**src/rtl/imem_stim_seq.sv**
```systemverilog
// Instruction stimulus sequencer: a loadable program buffer played out in timed
// steps or looked up by the CPU's instruction address, feeding imemrdata.
module imem_stim_seq #(
   parameter int               WIDTH    = 16,
   parameter int               DEPTH    = 16,
   parameter int               AW       = 4,
   parameter int               HW       = 8,
   parameter logic [WIDTH-1:0] NOP_WORD = 16'h0000
) (
   input  logic             clock,
   input  logic             reset,
   input  logic             load_en,
   input  logic [AW-1:0]    load_addr,
   input  logic [WIDTH-1:0] load_data,
   input  logic [AW:0]      prog_len,
   input  logic [HW-1:0]    hold_cycles,
   input  logic             mode,
   input  logic             loop_en,
   input  logic             start,
   input  logic             stop,
   input  logic [15:0]      imemaddr,
   output logic [WIDTH-1:0] instr_out,
   output logic             instr_valid,
   output logic [AW-1:0]    seq_index,
   output logic             busy,
   output logic             done
);

   typedef enum logic [1:0] {IDLE, PLAY, DONE} state_t;

   localparam logic [AW:0] DEPTH_L = (AW+1)'(DEPTH);

   state_t           state, state_nx;
   logic [WIDTH-1:0] mem [DEPTH];
   logic [AW:0]      len_r, len_nx;
   logic [HW-1:0]    hold_r, hold_nx, cnt, cnt_nx;
   logic             mode_r, mode_nx, loop_r, loop_nx;
   logic [WIDTH-1:0] instr_nx;
   logic             valid_nx;
   logic [AW-1:0]    idx_nx;

   logic             wr_en, start_ok, last, addr_hit;
   logic [HW-1:0]    hold_in;
   logic [WIDTH-1:0] word0;
   logic [AW-1:0]    addr_idx;
   logic             unused_addr_lsb;

   assign wr_en     = load_en && (state != PLAY);
   assign start_ok  = start && (prog_len != '0) && (prog_len <= DEPTH_L);
   assign hold_in   = (hold_cycles == '0) ? HW'(1) : hold_cycles;
   // A load on the start edge must be visible as the first presented word.
   assign word0     = (wr_en && (load_addr == '0)) ? load_data : mem[0];
   assign last      = ({1'b0, seq_index} == (len_r - 1'b1));
   assign addr_idx  = imemaddr[AW:1];
   assign addr_hit  = (imemaddr[15:AW+1] == '0) && ({1'b0, addr_idx} < len_r);
   assign unused_addr_lsb = imemaddr[0];

   assign busy = (state == PLAY);
   assign done = (state == DONE);

   always_ff @(posedge clock) begin
      if (wr_en) mem[load_addr] <= load_data;
   end

   always_ff @(posedge clock or posedge reset) begin
      if (reset) begin
         state       <= IDLE;
         instr_out   <= NOP_WORD;
         instr_valid <= 1'b0;
         seq_index   <= '0;
         cnt         <= '0;
         len_r       <= '0;
         hold_r      <= '0;
         mode_r      <= 1'b0;
         loop_r      <= 1'b0;
      end else begin
         state       <= state_nx;
         instr_out   <= instr_nx;
         instr_valid <= valid_nx;
         seq_index   <= idx_nx;
         cnt         <= cnt_nx;
         len_r       <= len_nx;
         hold_r      <= hold_nx;
         mode_r      <= mode_nx;
         loop_r      <= loop_nx;
      end
   end

   always_comb begin
      state_nx = state;
      instr_nx = instr_out;
      valid_nx = instr_valid;
      idx_nx   = seq_index;
      cnt_nx   = cnt;
      len_nx   = len_r;
      hold_nx  = hold_r;
      mode_nx  = mode_r;
      loop_nx  = loop_r;
      unique case (state)
         IDLE, DONE: begin
            if (stop && (state == DONE)) begin
               state_nx = IDLE;
               instr_nx = NOP_WORD;
               valid_nx = 1'b0;
               idx_nx   = '0;
            end else if (start_ok) begin
               state_nx = PLAY;
               len_nx   = prog_len;
               hold_nx  = hold_in;
               mode_nx  = mode;
               loop_nx  = loop_en;
               idx_nx   = '0;
               if (!mode) begin
                  instr_nx = word0;
                  valid_nx = 1'b1;
                  cnt_nx   = hold_in - 1'b1;
               end else begin
                  instr_nx = NOP_WORD;
                  valid_nx = 1'b0;
                  cnt_nx   = '0;
               end
            end
         end
         PLAY: begin
            if (stop) begin
               state_nx = IDLE;
               instr_nx = NOP_WORD;
               valid_nx = 1'b0;
               idx_nx   = '0;
            end else if (mode_r) begin
               idx_nx   = addr_idx;
               instr_nx = addr_hit ? mem[addr_idx] : NOP_WORD;
               valid_nx = addr_hit;
            end else if (cnt != '0) begin
               cnt_nx = cnt - 1'b1;
            end else if (!last) begin
               idx_nx   = seq_index + 1'b1;
               instr_nx = mem[seq_index + 1'b1];
               cnt_nx   = hold_r - 1'b1;
            end else if (loop_r) begin
               idx_nx   = '0;
               instr_nx = mem[0];
               cnt_nx   = hold_r - 1'b1;
            end else begin
               state_nx = DONE;
               instr_nx = NOP_WORD;
               valid_nx = 1'b0;
            end
         end
         default: state_nx = IDLE;
      endcase
   end

endmodule

```
**config.mk**
```make
export PLATFORM = sky130hd
export DESIGN_NAME = imem_stim_seq
export DESIGN_NICKNAME = d
export VERILOG_FILES = /design/src/rtl/imem_stim_seq.sv
export SDC_FILE = /design/constraint.sdc
export NUM_CORES = 1
export LEC_CHECK = 0
export ABC_AREA = 1
export CAP_MARGIN = 30
export CORE_ASPECT_RATIO = 1.5
export CORE_UTILIZATION = 25
export DETAILED_ROUTE_END_ITERATION = 6
export PLACE_DENSITY = 0.45
export SETUP_SLACK_MARGIN = 0.15
export SYNTH_ARGS = -nofsm -noshare
export SYNTH_HDL_FRONTEND = slang
export SYNTH_SLANG_ARGS = --single-unit
```
**constraint.sdc**
```tcl
create_clock -name clock -period 3.9 [get_ports clock]
set_clock_uncertainty 0.15 [all_clocks]
set_input_delay 0.585 -clock clock [delete_from_list [all_inputs] [get_ports clock]]
set_output_delay 0.585 -clock clock [all_outputs]
set_load 0.02 [all_outputs]
```
==> impl_metrics.env, run 1 <==
export IMPL_outcome="finished clean"
export IMPL_ys_ff_latch=302
export IMPL_synth_warnings=0
export IMPL_ant_nets=0
export IMPL_cts_hold_buf=0
export IMPL_cts_sinks=302
export IMPL_path_cells="buf_12 > clkdlybuf4s50_1"
export IMPL_grt_overflow_total=0
export IMPL_finalHoldViolations=0
export IMPL_seq_area_sq_mm=0.008842
export IMPL_ys_flop_type="edfxtp_1"
export IMPL_hold_path_class="input pin to asynchronous set/reset pin"
export IMPL_cts_repair_resized=0
export IMPL_worstSkewPairLatency_ps=600
export IMPL_syn_area_sq_mm=0.01613
export IMPL_rows=113
export IMPL_chipHeight_microns=313.1
export IMPL_drv_slew=0
export IMPL_cts_buffers=31
export IMPL_fmax_mhz=323.4
export IMPL_p_comb_frac=0.264
export IMPL_finalSetupViolations=0
export IMPL_antenna_found_initial=2
export IMPL_cts_buffer_depth=3
export IMPL_wl_microns=60170
export IMPL_crit_fanout=131
export IMPL_cts_tree="built"
export IMPL_synth_common_cells="nand2_1, nand3_1, edfxtp_1, nor2_1, inv_1"
export IMPL_leakagePower_nw=7.573
export IMPL_placed_cells=2769
export IMPL_yosysMostFrequentCell="nand2_1"
export IMPL_power_density_mw_per_mm2=509.6
export IMPL_drt_drc_violations_left=0
export IMPL_critPathCaptureType="output pin"
export IMPL_io_pins=79
export IMPL_p_sw_mw=3.233
export IMPL_fin_crit_sh=0.7928
export IMPL_start_kind="register"
export IMPL_syn_area_per_cell_sq_um=8.281
export IMPL_arrival_ps=2360
export IMPL_synth_distinct_cells=39
export IMPL_seqPwrFrac=0.396
export IMPL_syn_inst=1948
export IMPL_slowest_delay_ps=730
export IMPL_worstSetupPathType="register to output pin"
export IMPL_fin_area_sq_mm=0.01917
export IMPL_peakVddDrop_mv=0.2864
export IMPL_grt_setup_unrepaired="no"
export IMPL_gr_usage_all_layers=0.1829
export IMPL_synth_top_area_cell="edfxtp_1"
export IMPL_cts_setup_buffers=0
export IMPL_hold_slack_ps=283.8
export IMPL_drt_vias_per_instance=5.035
export IMPL_grt_pass1_vias=14250
export IMPL_synth_nets=2011
export IMPL_regToRegStartpoint="seq_index[0]$_DFFE_PP0P_"
export IMPL_sw_frac_of_total=0.3310
export IMPL_finalNonFillerCells=2829
export IMPL_portBuffers=77
export IMPL_dieArea_sq_mm=0.06557
export IMPL_required_ps=3160
export IMPL_maxCapViolations=0
export IMPL_tightest_slew_ps=765.7
export IMPL_dr_first_iter_drc_count=1201
export IMPL_wl_per_cell_microns=21.27
export IMPL_core_area_sq_mm=0.06362
export IMPL_ctsRootBufferMaster="clkbuf_16"
export IMPL_start_util=0.2535
export IMPL_vias=14240
export IMPL_synth_edff_count=256
export IMPL_clkPwrFrac=0.340
export IMPL_nets=2061
export IMPL_ys_async_sr_fraction=0.1523
export IMPL_grt_pass1_wl_microns=89600
export IMPL_place_congestion=0.8022
export IMPL_cts_max_level=1
export IMPL_period_needed_ps=3092
export IMPL_synth_area_top_cells="edfxtp_1, nand2_1, nand3_1, dfrtp_1, nor2_1"
export IMPL_ys_seq_area_frac=0.5479
export IMPL_multiInputGateArea_sq_mm=0.006497
export IMPL_dr_pass1_iters=5
export IMPL_die_w_microns=209.4
export IMPL_synth_top_area_frac=0.4765
export IMPL_slowest_stage="clkdlybuf4s50_1"
export IMPL_num_fill_cells=6605
export IMPL_timing_slew_headroom=0.4895
export IMPL_p_int_mw=6.534
export IMPL_drive_gt1_frac=0.08206
export IMPL_area_growth_pct=18.81
export IMPL_grt_max_degree=132
export IMPL_cts_clk_slew_worst_paths_ps=70
export IMPL_critPathLaunch="seq_index[0]$_DFFE_PP0P_"
export IMPL_hpwl_microns=36380
export IMPL_postPlaceCellArea_sq_mm=0.01802
export IMPL_setup_tns_ps=0
[worst max-delay path: cells and delay by family (launching register included)]
kind,cells,cell delay (ps)
buffers and inverters,2,1250
DFF,1,480
[sequential cells by signal, indices dropped and copies added (netlist names)]
signal and count:
cnt 8, state 2, loop_r 1, len_r 5, seq_index 4, instr_out 16
instr_valid 1, hold_r 8, mode_r 1, mem 256
[layout by cell type (no fill, tap or decap), drive strengths merged, types with 8 or more instances in the layout]
master         count
nor2             116
nand3            511
o21ai             42
clkdlybuf4s50     74
edfxtp           256
nand2            708
buf               65
inv               76
clkbuf            42
nand4              8
or2               18
dfrtp             46
clkinv             9
a21oi             12
[per-layer routing]
metal	wire length [microns]	track usage	part of all wire
met4	2980	0.09408	0.050
met2	29380	0.3189	0.49
met3	3911	0.02805	0.065
met1	23870	0.2165	0.40
met5	23	0	0.00038
[path summary, 6_finish.rpt]
path / endpoint / slack, ps / cells after the start
max: seq_index[0] / 810 / 2
min: instr_out[10]$_DFFE_PP0P_ / 280 / 2
max reg2reg: instr_out[2]$_DFFE_PP0P_ / 1110 / 12
min reg2reg: hold_r[6]$_DFFE_PP0P_ / 340 / 2
max in group asynchronous: state[0]$_DFFE_PP0P_ / 2630 / 3
min in group clock: hold_r[6]$_DFFE_PP0P_ / 340 / 2
[cell families after synthesis]
kind of cell | count (synthesis) | synth area share
AO/OA/AOI/OAI | 65 | 0.02149
XOR/XNOR | 8 | 0.005973
adder cells (fa/ha/maj) | 7 | 0.005429
buffers and inverters | 199 | 0.05266
flip-flops | 302 | 0.5479
AND/OR/NAND/NOR | 1367 | 0.3666
[through the flow]
| step | total power [mW] | setup slack (ps) | utilization |
|---|---|---|---|
| floorplan | 5.474 | 1729 | - |
| global placement | 6.503 | 804.4 | 0.2832 |
| detailed placement | 6.526 | 807.0 | 0.2832 |
| CTS | 9.846 | 784.4 | 0.3010 |
| global route | 10.24 | 736.6 | 0.3012 |
| finish | 9.766 | 807.9 | 0.3012 |
[power by group through the flow]
stage	clock network [mW]	logic (mW)	registers (mW)
after detailed placement	0	2.57	3.95
after CTS	3.38	2.58	3.88
after global routing	3.48	2.86	3.90
after floorplan	0	1.53	3.94
final	3.32	2.58	3.87
after global placement	0	2.55	3.95
[area by class of cell]
cell class | count | share of cell area
Sequential cell | 302 | 0.4614
Multi-Input combinational cell | 1447 | 0.3390
Timing Repair Buffer | 139 | 0.07272
Tap cell | 805 | 0.05255
Clock buffer | 42 | 0.04629
Inverter | 77 | 0.01534
Clock inverter | 16 | 0.01260
Antenna cell | 1 | 0.0001306
No activity file was read; power rests on OpenSTA's default activity.
==> run 2, diff against run 1 <==
- PLACE_DENSITY: 0.45 -> 0.46
- clock period: 3.9 -> 2.75 ns (I/O delays scaled with it)
==> run 2 against run 1 <==
Routed wire length fell by 1.5%. Clock-buffer cell count decreased by 3. Highest routed layer is now met4. Die area is the same. Final area grew 1.7%. Utilization rose by 0.51 points. Global-route usage shrank 0.31 points. Critical path type is now register to register. Clock power is 28% higher. Critical endpoint is now instr_out[5]$_DFFE_PP0P_. Register-to-register slack worse by 820 ps. Non-clock buffer count rose by 29. Final cell count grew 0.95%. Hold slack got worse by 250 ps.
==> impl_metrics.env, run 2 (synthesized netlist as in run 1, its figures left out) <==
export IMPL_outcome="finished clean"
export IMPL_cts_tree="built"
export IMPL_tightest_slew_ps=650.7
export IMPL_largest_reg_flops=256
export IMPL_layout_commonest_cell="nand2_1"
export IMPL_dpl_worst_slack_ps=103.8
export IMPL_fin_area_sq_mm=0.01949
export IMPL_cts_buffers=31
export IMPL_io_pins=79
export IMPL_start_util=0.2535
export IMPL_fin_ws_ps=289.7
export IMPL_arrival_ps=2790
export IMPL_grt_overflow_total=0
export IMPL_cts_repair_resized=2
export IMPL_cts_max_level=1
export IMPL_worstSkewPairLatency_ps=590
export IMPL_hold_path_class="input pin to asynchronous set/reset pin"
export IMPL_cts_sinks=302
export IMPL_path_cells="ha_2 > inv_4 > buf_12 > buf_4 > nand3_1 > nand3_1 > nand3_1 > nand2_1 > nand2_1 > nand3_1 > nand3_1 > nand2_1 > inv_1"
export IMPL_worstSetupPathType="register to register"
export IMPL_peakVddDrop_mv=0.4287
export IMPL_crit_fanout=17
export IMPL_maxCapViolations=0
export IMPL_ctsRootBufferMaster="clkbuf_16"
export IMPL_die_w_microns=209.4
export IMPL_dr_first_iter_drc_count=1292
export IMPL_slowest_delay_ps=470
export IMPL_drt_vias_per_instance=5.052
export IMPL_finalSetupViolations=0
export IMPL_dr_pass1_iters=5
export IMPL_power_mw=13.50
export IMPL_finalNonFillerCells=2856
export IMPL_drt_drc_violations_left=0
export IMPL_drv_slew=0
export IMPL_place_congestion=0.8181
export IMPL_chipHeight_microns=313.1
export IMPL_largest_register="mem"
export IMPL_start_kind="register"
export IMPL_dieArea_sq_mm=0.06557
export IMPL_area_growth_pct=20.83
export IMPL_postPlaceCellArea_sq_mm=0.01848
export IMPL_rows=113
export IMPL_grt_pass1_wl_microns=88850
export IMPL_power_density_mw_per_mm2=692.4
export IMPL_finalHoldViolations=0
export IMPL_gr_usage_all_layers=0.1798
export IMPL_cts_setup_buffers=0
export IMPL_placed_cells=2799
export IMPL_vias=14430
export IMPL_drive_gt1_frac=0.08922
export IMPL_nets=2090
export IMPL_cts_buffer_depth=3
export IMPL_setup_tns_ps=0
export IMPL_timing_slew_headroom=0.5648
export IMPL_slowest_stage="dfrtp_4"
export IMPL_required_ps=3080
export IMPL_core_area_sq_mm=0.06362
export IMPL_grt_setup_unrepaired="no"
export IMPL_critPathCaptureType="register"
export IMPL_wl_per_cell_microns=20.75
export IMPL_grt_max_degree=63
export IMPL_hpwl_microns=36770
export IMPL_fmax_mhz=406.5
export IMPL_portBuffers=77
export IMPL_antenna_found_initial=0
export IMPL_wl_microns=59260
export IMPL_ant_nets=0
export IMPL_reg_largest_list="mem x256, instr_out x16"
export IMPL_n_antenna_cell=0
export IMPL_cpMostUsedCell="nand3_1"
export IMPL_layout_common_cells="nand2_1, nand3_1, edfxtp_1"
export IMPL_num_fill_cells=6642
export IMPL_grt_pass1_vias=14420
export IMPL_cts_hold_buf=0
export IMPL_cts_clk_slew_worst_paths_ps=70
export IMPL_leakagePower_nw=7.708
export IMPL_period_needed_ps=2460
export IMPL_fin_crit_sh=0.8946
## run 2: cell count changes in the layout (fill, tap and decap cells not counted), sizes merged
cell and delta:
clkbuf -3, dlygate4sd2 +1, bufinv -2, clkinvlp +3
clkdlybuf4s50 -1, diode -1, buf +29, clkinv +1
## run 2: critical path: cells and delay by family, from the launching register on
kind	cells	cell delay (ps)
flip-flops	1	470
adder cells (fa/ha/maj)	1	370
buffers and inverters	4	570
AND/OR/NAND/NOR	8	810
## run 2: final cells by class
class,count,area [sq um],share of cell area
well taps,805,1007,0.05168
clock inverters,18,195.2,0.01001
multi-input cells,1447,6495,0.3332
clock buffers,39,805.8,0.04134
repair buffers,168,1844,0.09462
flip-flops and latches,302,8842,0.4537
inverters,77,301.5,0.01547
## run 2: path summary, 6_finish.rpt
| kind | endpoint | cells after the start | startpoint | slack [ps] |
|---|---|---|---|---|
| hold reg to reg | hold_r[0]$_DFFE_PP0P_ | 2 | hold_r[0]$_DFFE_PP0P_ | 350 |
| hold / removal | cnt[6]$_DFFE_PP0P_ | 2 | reset | 30 |
| max in group asynchronous | seq_index[0]$_DFFE_PP0P_ | 3 | reset | 1850 |
| setup reg to reg | instr_out[5]$_DFFE_PP0P_ | 13 | seq_index[0]$_DFFE_PP0P_ | 290 |
| min in group clock | loop_r$_DFFE_PP0P_ | 3 | loop_en | 290 |
| setup / recovery | instr_out[5]$_DFFE_PP0P_ | 13 | seq_index[0]$_DFFE_PP0P_ | 290 |
## run 2: per-layer routing
layer / part of all wire / up-vias / track usage
met1: 0.39 / 6961 / 0.2121
met2: 0.51 / 620 / 0.3276
met5: 0 / - / 0
li1: - / 6723 / -
met3: 0.070 / 125 / 0.02244
met4: 0.034 / 0 / 0.07236
## run 2: power breakdown
| part | leakage (nW) | internal (mW) | switching (mW) |
|---|---|---|---|
| logic | 4.36 | 1.31 | 2.49 |
| registers | 2.88 | 5.23 | 0.207 |
| clock network | 0.468 | 2.44 | 1.81 |
| total | 7.71 | 8.99 | 4.51 |
## run 2: through the flow
stage | util | hold slack, ps
2_1_floorplan | - | 303.3
3_3_place_gp | 0.2905 | 330.2
3_5_place_dp | 0.2905 | 330.5
4_1_cts | 0.3062 | 19.84
5_1_grt | 0.3064 | 61.19
6_report | 0.3064 | 28.99
==> run 3, diff against run 2 <==
- SETUP_SLACK_MARGIN: 0.15 -> 0.1
- SLEW_MARGIN: not set -> 10
==> run 3 against run 2 <==
Flip-flop and latch count stayed put. First-iteration DRC count is 4.5% lower. Register-to-register slack worse by 80 ps. Maximum frequency is 3.1% lower. Sequential share of layout area hardly changed. Clock power hardly changed. Non-clock buffer count stayed put. Die area stayed put. Combinational power hardly changed. Worst setup slack worse by 78 ps.
==> impl_metrics.env, run 3 (synthesized netlist as in run 1, its figures left out) <==
export IMPL_postPlaceCellArea_sq_mm=0.01848
export IMPL_chipHeight_microns=313.1
export IMPL_cts_setup_buffers=0
export IMPL_regToRegStartpoint="seq_index[0]$_DFFE_PP0P_"
export IMPL_peakVddDrop_mv=0.4305
export IMPL_dr_pass1_iters=5
export IMPL_wl_microns=59210
export IMPL_leakagePower_nw=7.716
export IMPL_critPathCaptureType="register"
export IMPL_dr_first_iter_drc_count=1234
export IMPL_grt_max_degree=63
export IMPL_timing_slew_headroom=0.5633
export IMPL_n_antenna_cell=0
export IMPL_outcome="finished clean"
export IMPL_antenna_found_initial=0
export IMPL_slowest_delay_ps=470
export IMPL_start_util=0.2535
export IMPL_core_area_sq_mm=0.06362
export IMPL_period_needed_ps=2538
export IMPL_crit_fanout=17
export IMPL_placed_cells=2799
export IMPL_drt_drc_violations_left=0
export IMPL_dieArea_sq_mm=0.06557
export IMPL_worstSetupPathType="register to register"
export IMPL_place_congestion=0.8181
export IMPL_cp_endpoint="instr_out[5]$_DFFE_PP0P_"
export IMPL_start_kind="register"
export IMPL_cts_buffers=31
export IMPL_largest_reg_flops=256
export IMPL_layout_commonest_cell="nand2_1"
export IMPL_num_fill_cells=6640
export IMPL_grt_setup_unrepaired="no"
export IMPL_reg_largest_list="mem x256, instr_out x16"
export IMPL_rrSetupSlack_ps=210
export IMPL_cts_max_level=1
export IMPL_cts_clk_slew_worst_paths_ps=70
export IMPL_io_pins=79
export IMPL_grt_pass1_wl_microns=88840
export IMPL_finalSetupViolations=0
export IMPL_gr_usage_all_layers=0.1799
export IMPL_path_cells="ha_2 > inv_2 > buf_12 > buf_4 > nand3_1 > nand3_1 > nand3_1 > nand2_1 > nand2_1 > nand3_1 > nand3_1 > nand2_1 > inv_1"
export IMPL_power_density_mw_per_mm2=693.0
export IMPL_ant_nets=0
export IMPL_fmax_mhz=394.0
export IMPL_rows=113
export IMPL_vias=14420
export IMPL_cts_tree="built"
export IMPL_worstSkewPairLatency_ps=590
export IMPL_nets=2090
export IMPL_cts_sinks=302
export IMPL_die_w_microns=209.4
export IMPL_tightest_slew_ps=655.0
export IMPL_hpwl_microns=36770
export IMPL_reg2reg_depth=13
export IMPL_largest_register="mem"
export IMPL_ctsRootBufferMaster="clkbuf_16"
export IMPL_wl_per_cell_microns=20.73
export IMPL_fin_crit_sh=0.9229
export IMPL_grt_pass1_vias=14420
export IMPL_hold_path_class="input pin to asynchronous set/reset pin"
export IMPL_critPathLaunch="seq_index[0]$_DFFE_PP0P_"
export IMPL_grt_overflow_total=0
export IMPL_slowest_stage="dfrtp_4"
export IMPL_finalHoldViolations=0
export IMPL_finalNonFillerCells=2856
export IMPL_setup_tns_ps=0
export IMPL_multiInputGateArea_sq_mm=0.006495
export IMPL_seq_area_sq_mm=0.008842
export IMPL_r2r_end="instr_out[5]$_DFFE_PP0P_"
export IMPL_drt_vias_per_instance=5.048
export IMPL_drive_gt1_frac=0.08922
export IMPL_arrival_ps=2870
export IMPL_required_ps=3080
export IMPL_fin_area_sq_mm=0.01949
export IMPL_drv_slew=0
export IMPL_cpMostUsedCell="nand3_1"
export IMPL_layout_common_cells="nand2_1, nand3_1, edfxtp_1"
export IMPL_cts_buffer_depth=3
export IMPL_area_growth_pct=20.82
export IMPL_maxCapViolations=0
export IMPL_portBuffers=77
run 3: timing repair:
| action | 4_1_cts | 5_1_grt |
|---|---|---|
| resized for setup | 0 | 4 |
| hold endpoints to repair | 0 | 0 |
| endpoints found under the setup margin | 0 | 12 |
| hold buffers | 0 | 0 |
run 3: how the worst min path moves through the flow:
stage / from / end / slack, ps
floorplan: hold_r[0]$_DFFE_PP0P_ / hold_r[0]$_DFFE_PP0P_ / 300
global placement: hold_r[0]$_DFFE_PP0P_ / hold_r[0]$_DFFE_PP0P_ / 330
detailed placement: hold_r[0]$_DFFE_PP0P_ / hold_r[0]$_DFFE_PP0P_ / 330
CTS: reset / cnt[6]$_DFFE_PP0P_ / 20
global route: reset / cnt[6]$_DFFE_PP0P_ / 60
finish: reset / cnt[6]$_DFFE_PP0P_ / 30
run 3: metrics by stage:
stage / setup WS [ps] / util / hold WS (ps) / power [mW]
6_report: 212.0 / 0.3063 / 30.02 / 13.51
5_1_grt: 112.7 / 0.3063 / 61.24 / 14.19
4_1_cts: 103.3 / 0.3062 / 19.84 / 13.60
3_5_place_dp: 103.8 / 0.2905 / 330.5 / 9.340
3_3_place_gp: 113.3 / 0.2905 / 330.2 / 9.299
2_1_floorplan: 610.0 / - / 303.3 / 7.764
run 3: critical path, delay by kind of cell, from the launching register on:
| kind | cells | cell delay [ps] |
|---|---|---|
| flops | 1 | 470 |
| simple gates | 8 | 770 |
| buf+inv | 4 | 680 |
| fa+ha+maj | 1 | 360 |
run 3: layout make-up:
cell class	count	share of cell area
Sequential cell	302	0.4537
Tap cell	805	0.05168
Inverter	77	0.01521
Clock inverter	18	0.01001
Clock buffer	39	0.04134
Multi-Input combinational cell	1447	0.3332
Timing Repair Buffer	168	0.09482
run 3: power breakdown:
part | switching, mW | internal (mW)
clock network | 1.82 | 2.44
registers | 0.208 | 5.23
logic | 2.49 | 1.31
total | 4.52 | 8.98
run 3: routing by layer:
layer | track usage | vias to the layer above | part of all wire
met5 | 0 | - | 0
met2 | 0.3275 | 638 | 0.50
met1 | 0.2122 | 6921 | 0.39
met3 | 0.02234 | 135 | 0.070
li1 | - | 6723 | -
met4 | 0.07320 | 0 | 0.036
